### src/rtl/mc_ctrl_pkg.sv
// mc_ctrl_pkg: shared definitions for the multi-cycle MIPS control FSM.
//   - state_t  : FSM state encoding (4 bits)
//   - iclass_t : instruction class produced by mc_opcode_class
//   - opcode/funct constants and the control-field codes driven by
//     mc_controller (ALUOp, ALUSrcB, PCSource, RegDst, MemToReg, MemSize)
package mc_ctrl_pkg;

    typedef enum logic [3:0] {
        ST_IDLE    = 4'd0,
        ST_FETCH   = 4'd1,
        ST_DECODE  = 4'd2,
        ST_EX_R    = 4'd3,
        ST_EX_IMM  = 4'd4,
        ST_EX_ADDR = 4'd5,
        ST_MEM_RD  = 4'd6,
        ST_MEM_WB  = 4'd7,
        ST_MEM_WR  = 4'd8,
        ST_EX_BR   = 4'd9,
        ST_EX_J    = 4'd10,
        ST_WB_R    = 4'd11,
        ST_WB_IMM  = 4'd12,
        ST_FAULT   = 4'd13
    } state_t;

    typedef enum logic [3:0] {
        CL_RTYPE, CL_JR, CL_LOAD, CL_STORE, CL_BRANCH,
        CL_JUMP, CL_JAL, CL_IMM, CL_ILLEGAL
    } iclass_t;

    // Opcodes (IR[31:26])
    localparam logic [5:0] OP_RTYPE  = 6'b000000;
    localparam logic [5:0] OP_REGIMM = 6'b000001; // bgez / bltz
    localparam logic [5:0] OP_J      = 6'b000010;
    localparam logic [5:0] OP_JAL    = 6'b000011;
    localparam logic [5:0] OP_BEQ    = 6'b000100;
    localparam logic [5:0] OP_BNE    = 6'b000101;
    localparam logic [5:0] OP_BLEZ   = 6'b000110;
    localparam logic [5:0] OP_BGTZ   = 6'b000111;
    localparam logic [5:0] OP_ADDI   = 6'b001000;
    localparam logic [5:0] OP_SLTI   = 6'b001010;
    localparam logic [5:0] OP_ANDI   = 6'b001100;
    localparam logic [5:0] OP_ORI    = 6'b001101;
    localparam logic [5:0] OP_XORI   = 6'b001110;
    localparam logic [5:0] OP_LB     = 6'b100000;
    localparam logic [5:0] OP_LH     = 6'b100001;
    localparam logic [5:0] OP_LW     = 6'b100011;
    localparam logic [5:0] OP_SB     = 6'b101000;
    localparam logic [5:0] OP_SH     = 6'b101001;
    localparam logic [5:0] OP_SW     = 6'b101011;

    localparam logic [5:0] FN_JR     = 6'b001000;

    localparam logic [1:0] ALUOP_ADD   = 2'b00;
    localparam logic [1:0] ALUOP_SUB   = 2'b01;
    localparam logic [1:0] ALUOP_FUNCT = 2'b10;
    localparam logic [1:0] ALUOP_IMM   = 2'b11;

    localparam logic [1:0] SRCB_RT      = 2'b00;
    localparam logic [1:0] SRCB_FOUR    = 2'b01;
    localparam logic [1:0] SRCB_IMM     = 2'b10;
    localparam logic [1:0] SRCB_IMM_SL2 = 2'b11;

    localparam logic [1:0] PCSRC_ALU    = 2'b00;
    localparam logic [1:0] PCSRC_ALUOUT = 2'b01;
    localparam logic [1:0] PCSRC_JUMP   = 2'b10;
    localparam logic [1:0] PCSRC_RS     = 2'b11;

    localparam logic [1:0] REGDST_RT = 2'b00;
    localparam logic [1:0] REGDST_RD = 2'b01;
    localparam logic [1:0] REGDST_RA = 2'b10;

    localparam logic [1:0] M2R_ALUOUT = 2'b00;
    localparam logic [1:0] M2R_MDR    = 2'b01;
    localparam logic [1:0] M2R_PC     = 2'b10;

    localparam logic [1:0] MSIZE_WORD = 2'b00;
    localparam logic [1:0] MSIZE_HALF = 2'b01;
    localparam logic [1:0] MSIZE_BYTE = 2'b10;

endpackage

### src/rtl/mc_opcode_class.sv
// mc_opcode_class: combinational instruction classifier.
//   i_opcode  [5:0] : IR[31:26]
//   i_funct   [5:0] : IR[5:0] (only jr is distinguished among R-types)
//   o_class         : RTYPE/JR/LOAD/STORE/BRANCH/JUMP/JAL/IMM/ILLEGAL
//   o_mem_size[1:0] : access width for loads/stores, word otherwise
module mc_opcode_class
    import mc_ctrl_pkg::*;
(
    input  logic [5:0] i_opcode,
    input  logic [5:0] i_funct,
    output iclass_t    o_class,
    output logic [1:0] o_mem_size
);

    always_comb begin
        o_class    = CL_ILLEGAL;
        o_mem_size = MSIZE_WORD;
        unique case (i_opcode)
            OP_RTYPE:                 o_class = (i_funct == FN_JR) ? CL_JR : CL_RTYPE;
            OP_LW:                    o_class = CL_LOAD;
            OP_LH: begin              o_class = CL_LOAD;  o_mem_size = MSIZE_HALF; end
            OP_LB: begin              o_class = CL_LOAD;  o_mem_size = MSIZE_BYTE; end
            OP_SW:                    o_class = CL_STORE;
            OP_SH: begin              o_class = CL_STORE; o_mem_size = MSIZE_HALF; end
            OP_SB: begin              o_class = CL_STORE; o_mem_size = MSIZE_BYTE; end
            OP_BEQ, OP_BNE, OP_REGIMM,
            OP_BGTZ, OP_BLEZ:         o_class = CL_BRANCH;
            OP_J:                     o_class = CL_JUMP;
            OP_JAL:                   o_class = CL_JAL;
            OP_ADDI, OP_ANDI, OP_ORI,
            OP_SLTI, OP_XORI:         o_class = CL_IMM;
            default:                  o_class = CL_ILLEGAL;
        endcase
    end

endmodule

### src/rtl/mc_controller.sv
// mc_controller: multi-cycle MIPS control FSM (fetch/decode/execute/mem/wb)
// sharing one ALU and one memory port, with a req/ready memory handshake
// and a wait-cycle timeout that parks the FSM in a sticky FAULT state.
//   Clk, Rst (async, active-low)
//   OpCode, Funct, BranchTaken, MemReady           : datapath inputs
//   PCWrite, IRWrite, IorD, MemRead, MemWrite,
//   MemSize, RegDst, MemToReg, RegWrite, ALUSrcA,
//   ALUSrcB, ALUOp, PCSource                       : datapath controls
//   Fault                                          : sticky error flag
// Optional build macro MC_CTRL_PERF_EN adds CycleCount/InstrCount outputs.
module mc_controller
    import mc_ctrl_pkg::*;
#(
    parameter int unsigned MEM_TIMEOUT = 15
) (
    input  logic       Clk,
    input  logic       Rst,
    input  logic [5:0] OpCode,
    input  logic [5:0] Funct,
    input  logic       BranchTaken,
    input  logic       MemReady,
    output logic       PCWrite,
    output logic       IRWrite,
    output logic       IorD,
    output logic       MemRead,
    output logic       MemWrite,
    output logic [1:0] MemSize,
    output logic [1:0] RegDst,
    output logic [1:0] MemToReg,
    output logic       RegWrite,
    output logic       ALUSrcA,
    output logic [1:0] ALUSrcB,
    output logic [1:0] ALUOp,
    output logic [1:0] PCSource,
    output logic       Fault
`ifdef MC_CTRL_PERF_EN
    ,
    output logic [31:0] CycleCount,
    output logic [31:0] InstrCount
`endif
);

    localparam logic [7:0] TIMEOUT8 = 8'(MEM_TIMEOUT);

    state_t     r_state, w_state_nxt;
    logic [7:0] r_wait_cnt, w_wait_nxt;
    iclass_t    w_class;
    logic [1:0] w_mem_size;

    mc_opcode_class u_class (
        .i_opcode   (OpCode),
        .i_funct    (Funct),
        .o_class    (w_class),
        .o_mem_size (w_mem_size)
    );

    always_ff @(posedge Clk or negedge Rst) begin
        if (!Rst) begin
            r_state    <= ST_IDLE;
            r_wait_cnt <= '0;
        end else begin
            r_state    <= w_state_nxt;
            r_wait_cnt <= w_wait_nxt;
        end
    end

    always_comb begin
        w_state_nxt = r_state;
        w_wait_nxt  = '0;
        PCWrite     = 1'b0;
        IRWrite     = 1'b0;
        IorD        = 1'b0;
        MemRead     = 1'b0;
        MemWrite    = 1'b0;
        MemSize     = MSIZE_WORD;
        RegDst      = REGDST_RT;
        MemToReg    = M2R_ALUOUT;
        RegWrite    = 1'b0;
        ALUSrcA     = 1'b0;
        ALUSrcB     = SRCB_RT;
        ALUOp       = ALUOP_ADD;
        PCSource    = PCSRC_ALU;
        Fault       = 1'b0;

        // Memory states share the timeout rule: MemReady takes priority over
        // the wait that would make the count reach MEM_TIMEOUT.
        if (r_state == ST_FETCH || r_state == ST_MEM_RD || r_state == ST_MEM_WR) begin
            if (!MemReady) begin
                if (r_wait_cnt + 8'd1 >= TIMEOUT8)
                    w_state_nxt = ST_FAULT;
                else
                    w_wait_nxt = r_wait_cnt + 8'd1;
            end
        end

        unique case (r_state)
            ST_IDLE: w_state_nxt = ST_FETCH;
            ST_FETCH: begin
                MemRead = 1'b1;
                ALUSrcB = SRCB_FOUR;
                if (MemReady) begin
                    IRWrite     = 1'b1;
                    PCWrite     = 1'b1;
                    w_state_nxt = ST_DECODE;
                end
            end
            ST_DECODE: begin
                ALUSrcB = SRCB_IMM_SL2;
                unique case (w_class)
                    CL_RTYPE:          w_state_nxt = ST_EX_R;
                    CL_JR:             w_state_nxt = ST_EX_J;
                    CL_LOAD, CL_STORE: w_state_nxt = ST_EX_ADDR;
                    CL_BRANCH:         w_state_nxt = ST_EX_BR;
                    CL_JUMP, CL_JAL:   w_state_nxt = ST_EX_J;
                    CL_IMM:            w_state_nxt = ST_EX_IMM;
                    default:           w_state_nxt = ST_FAULT;
                endcase
            end
            ST_EX_R: begin
                ALUSrcA     = 1'b1;
                ALUOp       = ALUOP_FUNCT;
                w_state_nxt = ST_WB_R;
            end
            ST_EX_IMM: begin
                ALUSrcA     = 1'b1;
                ALUSrcB     = SRCB_IMM;
                ALUOp       = (OpCode == OP_ADDI) ? ALUOP_ADD : ALUOP_IMM;
                w_state_nxt = ST_WB_IMM;
            end
            ST_EX_ADDR: begin
                ALUSrcA     = 1'b1;
                ALUSrcB     = SRCB_IMM;
                w_state_nxt = (w_class == CL_STORE) ? ST_MEM_WR : ST_MEM_RD;
            end
            ST_MEM_RD: begin
                IorD    = 1'b1;
                MemRead = 1'b1;
                MemSize = w_mem_size;
                if (MemReady) w_state_nxt = ST_MEM_WB;
            end
            ST_MEM_WR: begin
                IorD     = 1'b1;
                MemWrite = 1'b1;
                MemSize  = w_mem_size;
                if (MemReady) w_state_nxt = ST_FETCH;
            end
            ST_MEM_WB: begin
                RegWrite    = 1'b1;
                MemToReg    = M2R_MDR;
                w_state_nxt = ST_FETCH;
            end
            ST_EX_BR: begin
                ALUSrcA     = 1'b1;
                ALUOp       = ALUOP_SUB;
                PCWrite     = BranchTaken;
                PCSource    = PCSRC_ALUOUT;
                w_state_nxt = ST_FETCH;
            end
            ST_EX_J: begin
                PCWrite  = 1'b1;
                PCSource = (w_class == CL_JR) ? PCSRC_RS : PCSRC_JUMP;
                if (w_class == CL_JAL) begin
                    RegWrite = 1'b1;
                    RegDst   = REGDST_RA;
                    MemToReg = M2R_PC;
                end
                w_state_nxt = ST_FETCH;
            end
            ST_WB_R: begin
                RegWrite    = 1'b1;
                RegDst      = REGDST_RD;
                w_state_nxt = ST_FETCH;
            end
            ST_WB_IMM: begin
                RegWrite    = 1'b1;
                w_state_nxt = ST_FETCH;
            end
            ST_FAULT: begin
                Fault       = 1'b1;
                w_state_nxt = ST_FAULT;
            end
            default: w_state_nxt = ST_FAULT;
        endcase
    end

`ifdef MC_CTRL_PERF_EN
    logic [31:0] r_cycle_cnt, r_instr_cnt;

    always_ff @(posedge Clk or negedge Rst) begin
        if (!Rst) begin
            r_cycle_cnt <= '0;
            r_instr_cnt <= '0;
        end else begin
            if (r_state != ST_IDLE && r_state != ST_FAULT)
                r_cycle_cnt <= r_cycle_cnt + 32'd1;
            // IDLE->FETCH and FETCH wait cycles are not instruction completions.
            if (w_state_nxt == ST_FETCH && r_state != ST_FETCH && r_state != ST_IDLE)
                r_instr_cnt <= r_instr_cnt + 32'd1;
        end
    end

    assign CycleCount = r_cycle_cnt;
    assign InstrCount = r_instr_cnt;
`endif

endmodule
### config.mk
export PLATFORM = sky130hd
export DESIGN_NAME = mc_controller
export DESIGN_NICKNAME = d
export VERILOG_FILES = /design/src/rtl/mc_ctrl_pkg.sv /design/src/rtl/mc_opcode_class.sv /design/src/rtl/mc_controller.sv
export SDC_FILE = /design/constraint.sdc
export NUM_CORES = 1
export LEC_CHECK = 0
export ABC_AREA = 0
export CORE_MARGIN = 2
export CORE_UTILIZATION = 45
export CTS_BUF_LIST = sky130_fd_sc_hd__clkbuf_8
export CTS_CLUSTER_DIAMETER = 150
export DETAILED_ROUTE_END_ITERATION = 10
export GPL_TIMING_DRIVEN = 0
export PLACE_DENSITY = 0.79
export SLEW_MARGIN = 20
export SYNTH_ARGS = -nofsm -noshare
export SYNTH_HDL_FRONTEND = slang
export SYNTH_SLANG_ARGS = --single-unit
### constraint.sdc
create_clock -name Clk -period 4.2 [get_ports Clk]
set_input_delay 1.26 -clock Clk [delete_from_list [all_inputs] [get_ports Clk]]
set_output_delay 1.26 -clock Clk [all_outputs]
set_load 0.05 [all_outputs]
# ---- Word level (Yosys, flattened, before mapping)
# Memories as Yosys holds them, arrays and structs flattened.
# Cells that the tools add are included.
dict set report op_classes {
  n_lt_le_gt_ge 1
  n_mux 33
  n_reduce_logical 16
  eq_ne 35
  add_sub_neg 1
}
# op n
set ops {}
lappend ops {{$eq 6x4->1 const B} 6}
lappend ops {{$eq 6x6->1 const B} 6}
lappend ops {{$pmux 4 s8} 1}
lappend ops {{$mux 4} 7}
lappend ops {{$pmux 4 s7} 1}
lappend ops {{$eq 4x4->1 const B} 6}
lappend ops {{$eq 6x3->1 const B} 4}
lappend ops {{$mux 8} 3}
lappend ops {{$eq 4x3->1 const B} 5}
lappend ops {{$pmux 2 s2} 4}
lappend ops {{$eq 4x2->1 const B} 3}
lappend ops {{$eq 6x2->1 const B} 2}
lappend ops {{$pmux 2 s3} 2}
lappend ops {{$mux 1} 10}
lappend ops {{$reduce_or 2->1} 5}
lappend ops {{$reduce_or 5->1} 2}
lappend ops {{$reduce_or 3->1} 3}
lappend ops {{$add 8x1->8 const B} 1}
lappend ops {{$eq 4x1->1 const B} 2}
lappend ops {{$ge 8x4->1 const B} 1}
lappend ops {{$eq 6x1->1 const B} 1}
lappend ops {{$logic_not 6->1} 1}
lappend ops {{$mux 2} 3}
lappend ops {{$reduce_or 6->1} 1}
lappend ops {{5 further kinds} 6}
dict set report totals {
  out_inout_bits 20
  n_memories 1
  register_bits 12
  inputBits 16
  mem_bits_ro 32
}
# name words width read_ports rd_ports_with_merged_regs wr line_no
set memory_table {}
lappend memory_table {{(name not given)} 8 4 1 0 0 mc_controller.sv:109} ;# unique case (w_class)

# ---- Depth between registers and ports, before layout
# Gate-level depths: netlist of the first run.
dict set report logic_depth {
  depth_word 6
  mapped_depth 11
}

# ---- Cells and area by module
# A second synthesis of the first run with hierarchy kept.
dict set report hier_totals {
  hier_cells 173
  area_unflattened_um2 1311.3
}
# module n_inst cells_per_inst area_each_um2
set modules_own_cells {}
lappend modules_own_cells {mc_controller 1 141 1097.3}
lappend modules_own_cells {mc_opcode_class 1 32 214.0}

# ---- Worst setup path after synthesis of the first run
# Ideal clock, no wire load.
dict set report synth_path {
  path_kind {in2out}
  start {input port OpCode[1]}
  end {output port RegWrite}
  path_buffers 1
  path_stages 9
  setup_slack_ps -373
  arrival_time_ps 3313
  required_ps 2940
  cell_sequence {buf_6 inv_2 or4_4 a31oi_4 a41o_4 inv_1 ha_1 and3_1 a211o_1}
}
dict set report synth_between {
  elab_chain_len 6
  elab_cells_between_ends 27
  classes_between {eq/ne: 19; mux: 3; reduce/logical: 5}
}
# item line_no
set synth_rtl {}
lappend synth_rtl {{start, declared} mc_controller.sv:18} ;# input logic [5:0] OpCode,
lappend synth_rtl {{$eq 6x4->1, or another cell as far along} mc_opcode_class.sv:18} ;# unique case (i_opcode)
lappend synth_rtl {{$reduce_or 5->1 or $reduce_or 3->1 (tied branches)} -}
lappend synth_rtl {{$pmux 4 s7 (*)} mc_opcode_class.sv:18}
lappend synth_rtl {{$eq 4x3->1 (*)} mc_controller.sv:162} ;# if (w_class == CL_JAL) begin
lappend synth_rtl {{$mux 1 (*)} mc_controller.sv:162}
lappend synth_rtl {{$pmux 1 s2 (*)} mc_controller.sv:96} ;# unique case (r_state)
lappend synth_rtl {{end, declared} mc_controller.sv:30} ;# output logic RegWrite,
# Mark *: on every way between the ends. The rest lies on a longest branch, timed or not.

# ---- Worst setup path in the final report of the first run
dict set report layout_path {
  start {input port Funct[5]}
  end {output port RegWrite}
}
dict set report layout_between {
  elab_chain_len 6
}
# item line_no
set layout_rtl {}
lappend layout_rtl {{start, declared} mc_controller.sv:19} ;# input logic [5:0] Funct,
lappend layout_rtl {{$eq 6x4->1} mc_opcode_class.sv:19} ;# OP_RTYPE: o_class = (i_funct == FN_JR) ? CL_JR : CL_RTYPE;
lappend layout_rtl {{$mux 1} mc_opcode_class.sv:19}
lappend layout_rtl {{$pmux 4 s7} mc_opcode_class.sv:18}
lappend layout_rtl {{$eq 4x3->1} mc_controller.sv:162}
lappend layout_rtl {{$mux 1} mc_controller.sv:162}
lappend layout_rtl {{$pmux 1 s2} mc_controller.sv:96}
# Every way passes these cells.

==> results of run 1 <==
metal layers:
layer	track usage, %	routed length, µm	vias to the layer above
met1	31.4	1530	714
met3	1.56	243	4
met4	5.98	28	0
li1	-	-	720
met5	0	0	-
met2	37.7	1900	75
registers in the layout (all words and copies together) (netlist names):
register,cells
r_state,4
r_wait_cnt,8
critical path, cell delays in order:
cell             delay [ps]
clkdlybuf4s50_1         460
nor4b_4                 300
a41o_4                  280
inv_4                    40
ha_4                    140
and3_4                  140
a211o_4                 270
buf_8                   150
cell type report:
| class | instances | share of cell area, % |
|---|---|---|
| inverter | 12 | 2.50 |
| timing repair buffer | 39 | 19.4 |
| sequential | 12 | 15.8 |
| buffer | 11 | 3.82 |
| multi-input combinational | 141 | 53.5 |
| clock buffer | 4 | 2.90 |
| tap | 31 | 2.04 |
cell families after synthesis:
kind of cell | count (synthesis) | share of synthesized area, %
AND/OR/NAND/NOR | 81 | 31.5
AO/OA/AOI/OAI | 47 | 29.1
buffers and inverters | 23 | 7.92
flip-flops | 12 | 23.2
adder cells (fa/ha/maj) | 5 | 4.83
XOR/XNOR | 3 | 2.03
other | 1 | 0.290
multiplexers | 1 | 1.16
cell usage in the layout, fill, tap and decap left out, types with 3 or more instances in the layout:
cell and instances:
a21oi_1 10, buf_2 4, buf_4 8, buf_6 4, clkbuf_1 5, clkbuf_8 4
clkdlybuf4s50_1 18, conb_1 4, dfrtp_1 12, dlygate4sd2_1 6, ha_1 4, inv_1 10
nand2_1 15, nand2b_1 6, nand4b_1 3, nor2_1 28, nor2b_1 5, nor3_1 4
o21ai_0 5, or3_1 3
power by group:
group	switching [mW]	internal [mW]
clock	0.0384	0.0824
sequential	0.0228	0.137
combinational	0.510	0.255
total	0.571	0.474
path summary, 6_finish.rpt:
kind	start	cells after the start	slack, ps	end
max	Funct[5]	8	-110	RegWrite
min	r_wait_cnt[0]$_DFF_PN0_	1	550	r_wait_cnt[0]$_DFF_PN0_
max reg2reg	r_wait_cnt[2]$_DFF_PN0_	6	2300	r_state[3]$_DFF_PN0_
min reg2reg	r_wait_cnt[0]$_DFF_PN0_	1	550	r_wait_cnt[0]$_DFF_PN0_
max in group asynchronous	Rst	1	2490	r_state[3]$_DFF_PN0_
min in group asynchronous	Rst	1	1370	r_state[0]$_DFF_PN0_
through the flow:
| step | setup slack [ps] | hold WS [ps] |
|---|---|---|
| after floorplan | -103 | 485 |
| after global placement | -1130 | 513 |
| after detailed placement | -1200 | 529 |
| after CTS | -182 | 542 |
| after global routing | -152 | 593 |
| final | -109 | 549 |
timing repair:
item / in CTS / in global routing
endpoints found under the setup margin: 9 / 4
buffers inserted: 5 / 3
resized for setup: 57 / 6
hold buffers: 0 / 0
pin swaps: 6 / 9
==> impl_metrics.toml, run 1 <==
[cells_and_area]
final_core_utilization_pct = 69.5
multi_input_area_mm2 = 0.00102
antenna_cells = 0
syn2layout_area_growth_pct = 46.8
fin_area_mm2 = 0.00190
area.sequential_um2 = 300
drive_above_1_share_pct = 21.0
num-nets-final = 241
fillers = 231
finalNonFillerCells = 250

[yosys]
synth_top_cell_by_area = "dfrtp_1"
yosysMostFrequentCell = "nor2_1"
synth_seq_cells = 12
synth_cell_types = 56
synth_area_mm2 = 0.00129
synth_edf_count = 0
ys_warn_count = 0
synth.area.top_cells = "dfrtp_1 (23%), nor2_1 (8.4%), ha_1 (4.8%), nand2_1 (4.3%), a21oi_1 (4.3%)"
synth-main-ff-cell = "dfrtp_1"
synthArstFlopShare_pct = 100
ys_top_cells_by_count = "nor2_1 (29), nand2_1 (15), dfrtp_1 (12)"
netlist_instances = 173
avgSynthCellArea_um2 = 7.49
yosysSeqAreaShare_pct = 23.2
post-synth-top-area-fraction_pct = 23.2

[worst_setup_path]
critPathMaxFanout = 3
critical_path_required_ps = 2940
critPathLaunchType = "input pin"
arrival_ps = 3050
cp-end-kind = "output pin"
criticalPathCategory = "input pin to output pin"

[sta]
setup_slack_ps = -109
clock.fmax_mhz = 232
tightestPinTransition_ps = 512
fin_crit_sh_pct = 103
tns_ps = -153
hold_viol_final = 0
drv_slew = 0
fin_skew_ps = 4.59
slew-limit-headroom_pct = 65.8
timing.final.crit_period_ps = 4310
rsz0062_at_grt = "yes"
setup_viol = 2

[die]
core_area_mm2 = 0.00273
dieArea_mm2 = 0.00332
initial_core_util_pct = 47.4
rows = 19
dieWidth_um = 57.6
ios = 36
die_y_um = 57.6

[routing]
drt_iter0_markers = 104
ant_nets = 0
vias_per_cell = 6.05
wl_um = 3700
vias = 1513
drt_first_pass_iters = 4
drc_errors = 0
wl_per_cell_um = 14.8

[clocking]
clock-sinks = 12
clock_path_buffers = 2
cts_tree = "done"
cts-root-buf = "clkbuf_8"
htreeDepth = 1
clk_pin_slew_ps = 50
insertion_delay_ps = 240
cts_buffers = 3

[placed_design]
hpwl_um = 2730
dpl.cell_count = 239
gp_congestion = 0.863
placed_area_mm2 = 0.00170
portBuffers = 32

[pwr]
p_per_area_mw_per_mm2 = 550
ir_drop_uv = 561
power_mw = 1.05
leakage_nw = 0.847

[global_route]
grt_start_max_net_pins = 13
grt_util_all_layers_pct = 22.4
grt_pass1_wl_um = 6050
grt_pass1_vias = 1369
overflow = 0
antenna_found_initial = 0

[run_status]
violations = "negative setup slack"
outcome = "finished, violations left"

[run]
cap_violations = 0

[worst_hold_path]
hold_path_class = "flop to flop"
(Power assumes the default switching activity.)
==> run 2: changes to the inputs <==
--- a/config.mk
+++ b/config.mk
@@ -7,13 +7,12 @@
 export LEC_CHECK = 0
 export ABC_AREA = 0
 export CORE_MARGIN = 2
-export CORE_UTILIZATION = 45
+export CORE_UTILIZATION = 50
 export CTS_BUF_LIST = sky130_fd_sc_hd__clkbuf_8
 export CTS_CLUSTER_DIAMETER = 150
 export DETAILED_ROUTE_END_ITERATION = 10
 export GPL_TIMING_DRIVEN = 0
-export PLACE_DENSITY = 0.79
-export SLEW_MARGIN = 20
+export PLACE_DENSITY = 0.83
 export SYNTH_ARGS = -nofsm -noshare
 export SYNTH_HDL_FRONTEND = slang
 export SYNTH_SLANG_ARGS = --single-unit
==> constraint.sdc (replaced) <==
create_clock -name Clk -period 4.8 [get_ports Clk]
set_input_delay 1.44 -clock Clk [delete_from_list [all_inputs] [get_ports Clk]]
set_output_delay 1.44 -clock Clk [all_outputs]
set_load 0.05 [all_outputs]
==> run 2 against run 1 <==
  * Hold slack gained 24 ps
  * The flow now finishes without violations
  * Count of clock-buffer cells in the layout fell by 1
  * Cell area fell by 3.9%
  * Cell count down 0.80%
  * Register-to-register slack gained 540 ps
  * Die area decreased by 9.3%
  * Clock skew increased by 1.9 ps
  * Flip-flop and latch count unchanged
  * Highest routed layer unchanged
==> impl_metrics.toml, run 2 (synthesized netlist as in run 1, its figures left out) <==
[run_status]
outcome = "complete, no violations"

[sta]
drv_slew = 0
timing.final.crit_period_ps = 4740
setup_slack_ps = 58.4
slew-limit-headroom_pct = 65.7
fin_skew_ps = 6.48
fin_crit_sh_pct = 98.8
tightestPinTransition_ps = 513
hold_viol_final = 0
setup_viol = 0
whs_ps = 573
clock.fmax_mhz = 211

[routing]
wl_per_cell_um = 14.8
route.met2.wl_um = 1860
drt_iter0_markers = 68
top_layer = "met4"
vias = 1479
drt_first_pass_iters = 4
ant_nets = 0
drc_errors = 0
met3_length_um = 202
vias_per_cell = 5.96
wl_um = 3660
wl_met1_um = 1570

[worst_setup_path]
r2r_start = "r_wait_cnt[2]$_DFF_PN0_"
critPathLaunchType = "input pin"
critPathMaxFanout = 5
arrival_ps = 3300
critPathTopFamily = "simple AND/OR/NAND/NOR gates"
crit_slowest_cell = "or4_4"
crit_start = "OpCode[2]"
slowest_delay_ps = 540
critical_path_required_ps = 3360
cp-end-kind = "output pin"
criticalPathCategory = "input pin to output pin"
worstPathCellList = "clkbuf_2 > buf_6 > or4_4 > a31oi_4 > a41o_4 > inv_1 > ha_2 > and3_4 > a211o_4 > buf_8"
crit_buf_inv = 4

[cells_and_area]
final_cell_mix = "nor2_1 (28), clkdlybuf4s50_1 (22), nand2_1 (15)"
largest_reg_flops = 8
final_core_utilization_pct = 74.4
syn2layout_area_growth_pct = 41.1
drive_above_1_share_pct = 19.3
num-nets-final = 241
regMostFlops = "r_wait_cnt"
multi_input_area_um2 = 976
fillers = 176
fin_area_mm2 = 0.00183
area.sequential_um2 = 300
reg_top3 = "r_wait_cnt: 8 flops, r_state: 4 flops"
final_common_cell = "nor2_1"
antenna_cells = 0

[global_route]
overflow = 0
grt_pass1_vias = 1338
grt_start_max_net_pins = 13
grt_pass1_wl_um = 5750
antenna_found_initial = 0
grt_util_all_layers_pct = 25.9

[run]
cap_violations = 0

[clocking]
cts_buffers = 3
insertion_delay_ps = 240
cts-root-buf = "clkbuf_8"
clock-sinks = 12
clock_path_buffers = 2
cts_tree = "done"
clk_pin_slew_ps = 50
holdBufCountCts = 0
htreeDepth = 1

[pwr]
p_sw_share_pct = 55.0
p_per_area_mw_per_mm2 = 484
combinationalPowerShare_pct = 74.6
p_clk_share_pct = 9.8
power_uw = 885
sequentialPowerShare_pct = 15.7
leakage_nw = 0.802
ir_drop_uv = 482
internal_power_uw = 398
switchingPower_uw = 487

[worst_hold_path]
hp-start = "r_wait_cnt[0]$_DFF_PN0_"
hold_path_class = "flop to flop"

[die]
core_area_mm2 = 0.00245
dieWidth_um = 54.9
ios = 36
dieArea_mm2 = 0.00301
rows = 18
initial_core_util_pct = 52.8
die_y_um = 54.9

[placed_design]
hpwl_um = 2630
placed_area_mm2 = 0.00168
portBuffers = 32
gp_congestion = 0.911
post-place-ws_ps = -993
==> run 2: path summary, 6_finish.rpt <==
check | slack (ps) | cells after the start | end
setup / recovery | 60 | 10 | RegWrite
hold / removal | 570 | 1 | r_wait_cnt[0]$_DFF_PN0_
setup reg to reg | 2840 | 6 | r_state[3]$_DFF_PN0_
hold reg to reg | 570 | 1 | r_wait_cnt[0]$_DFF_PN0_
max in group asynchronous | 2920 | 1 | r_wait_cnt[3]$_DFF_PN0_
min in group asynchronous | 1540 | 1 | r_wait_cnt[2]$_DFF_PN0_
==> run 2: metal layers <==
layer | up-vias | GRT usage (%)
met5 | - | 0
met3 | 6 | 5.11
met1 | 698 | 33.2
met4 | 0 | 8.94
li1 | 719 | -
met2 | 56 | 43.3
==> run 2: power groups by stage <==
stage                     registers, mW  clock network (mW)  logic [mW]
final                             0.139              0.0863       0.660
after detailed placement          0.139                   0       0.639
after global placement            0.138                   0       0.630
after floorplan                   0.133                   0       0.465
after CTS                         0.137              0.0871       0.646
after global routing              0.140              0.0928       0.712
==> run 2: area by class of cell <==
class / count / area share [%]
clock buffer: 3 / 2.26
buffer: 11 / 3.36
sequential: 12 / 16.4
timing repair buffer: 39 / 20.0
tap: 30 / 2.05
multi-input combinational: 141 / 53.4
inverter: 12 / 2.47
==> run 2: timing repair <==
item / in CTS / in global routing
pin swaps: 3 / 3
setup buffers: 5 / 2
resized for setup: 34 / 9
setup endpoints to repair: 8 / 5
==> run 2: stage by stage <==
stage | instances | TNS [ps]
floorplan | 176 | 0
global placement | 238 | -3650
detailed placement | 238 | -4070
CTS | 246 | -85.5
global route | 248 | -2.00
finish | 248 | 0
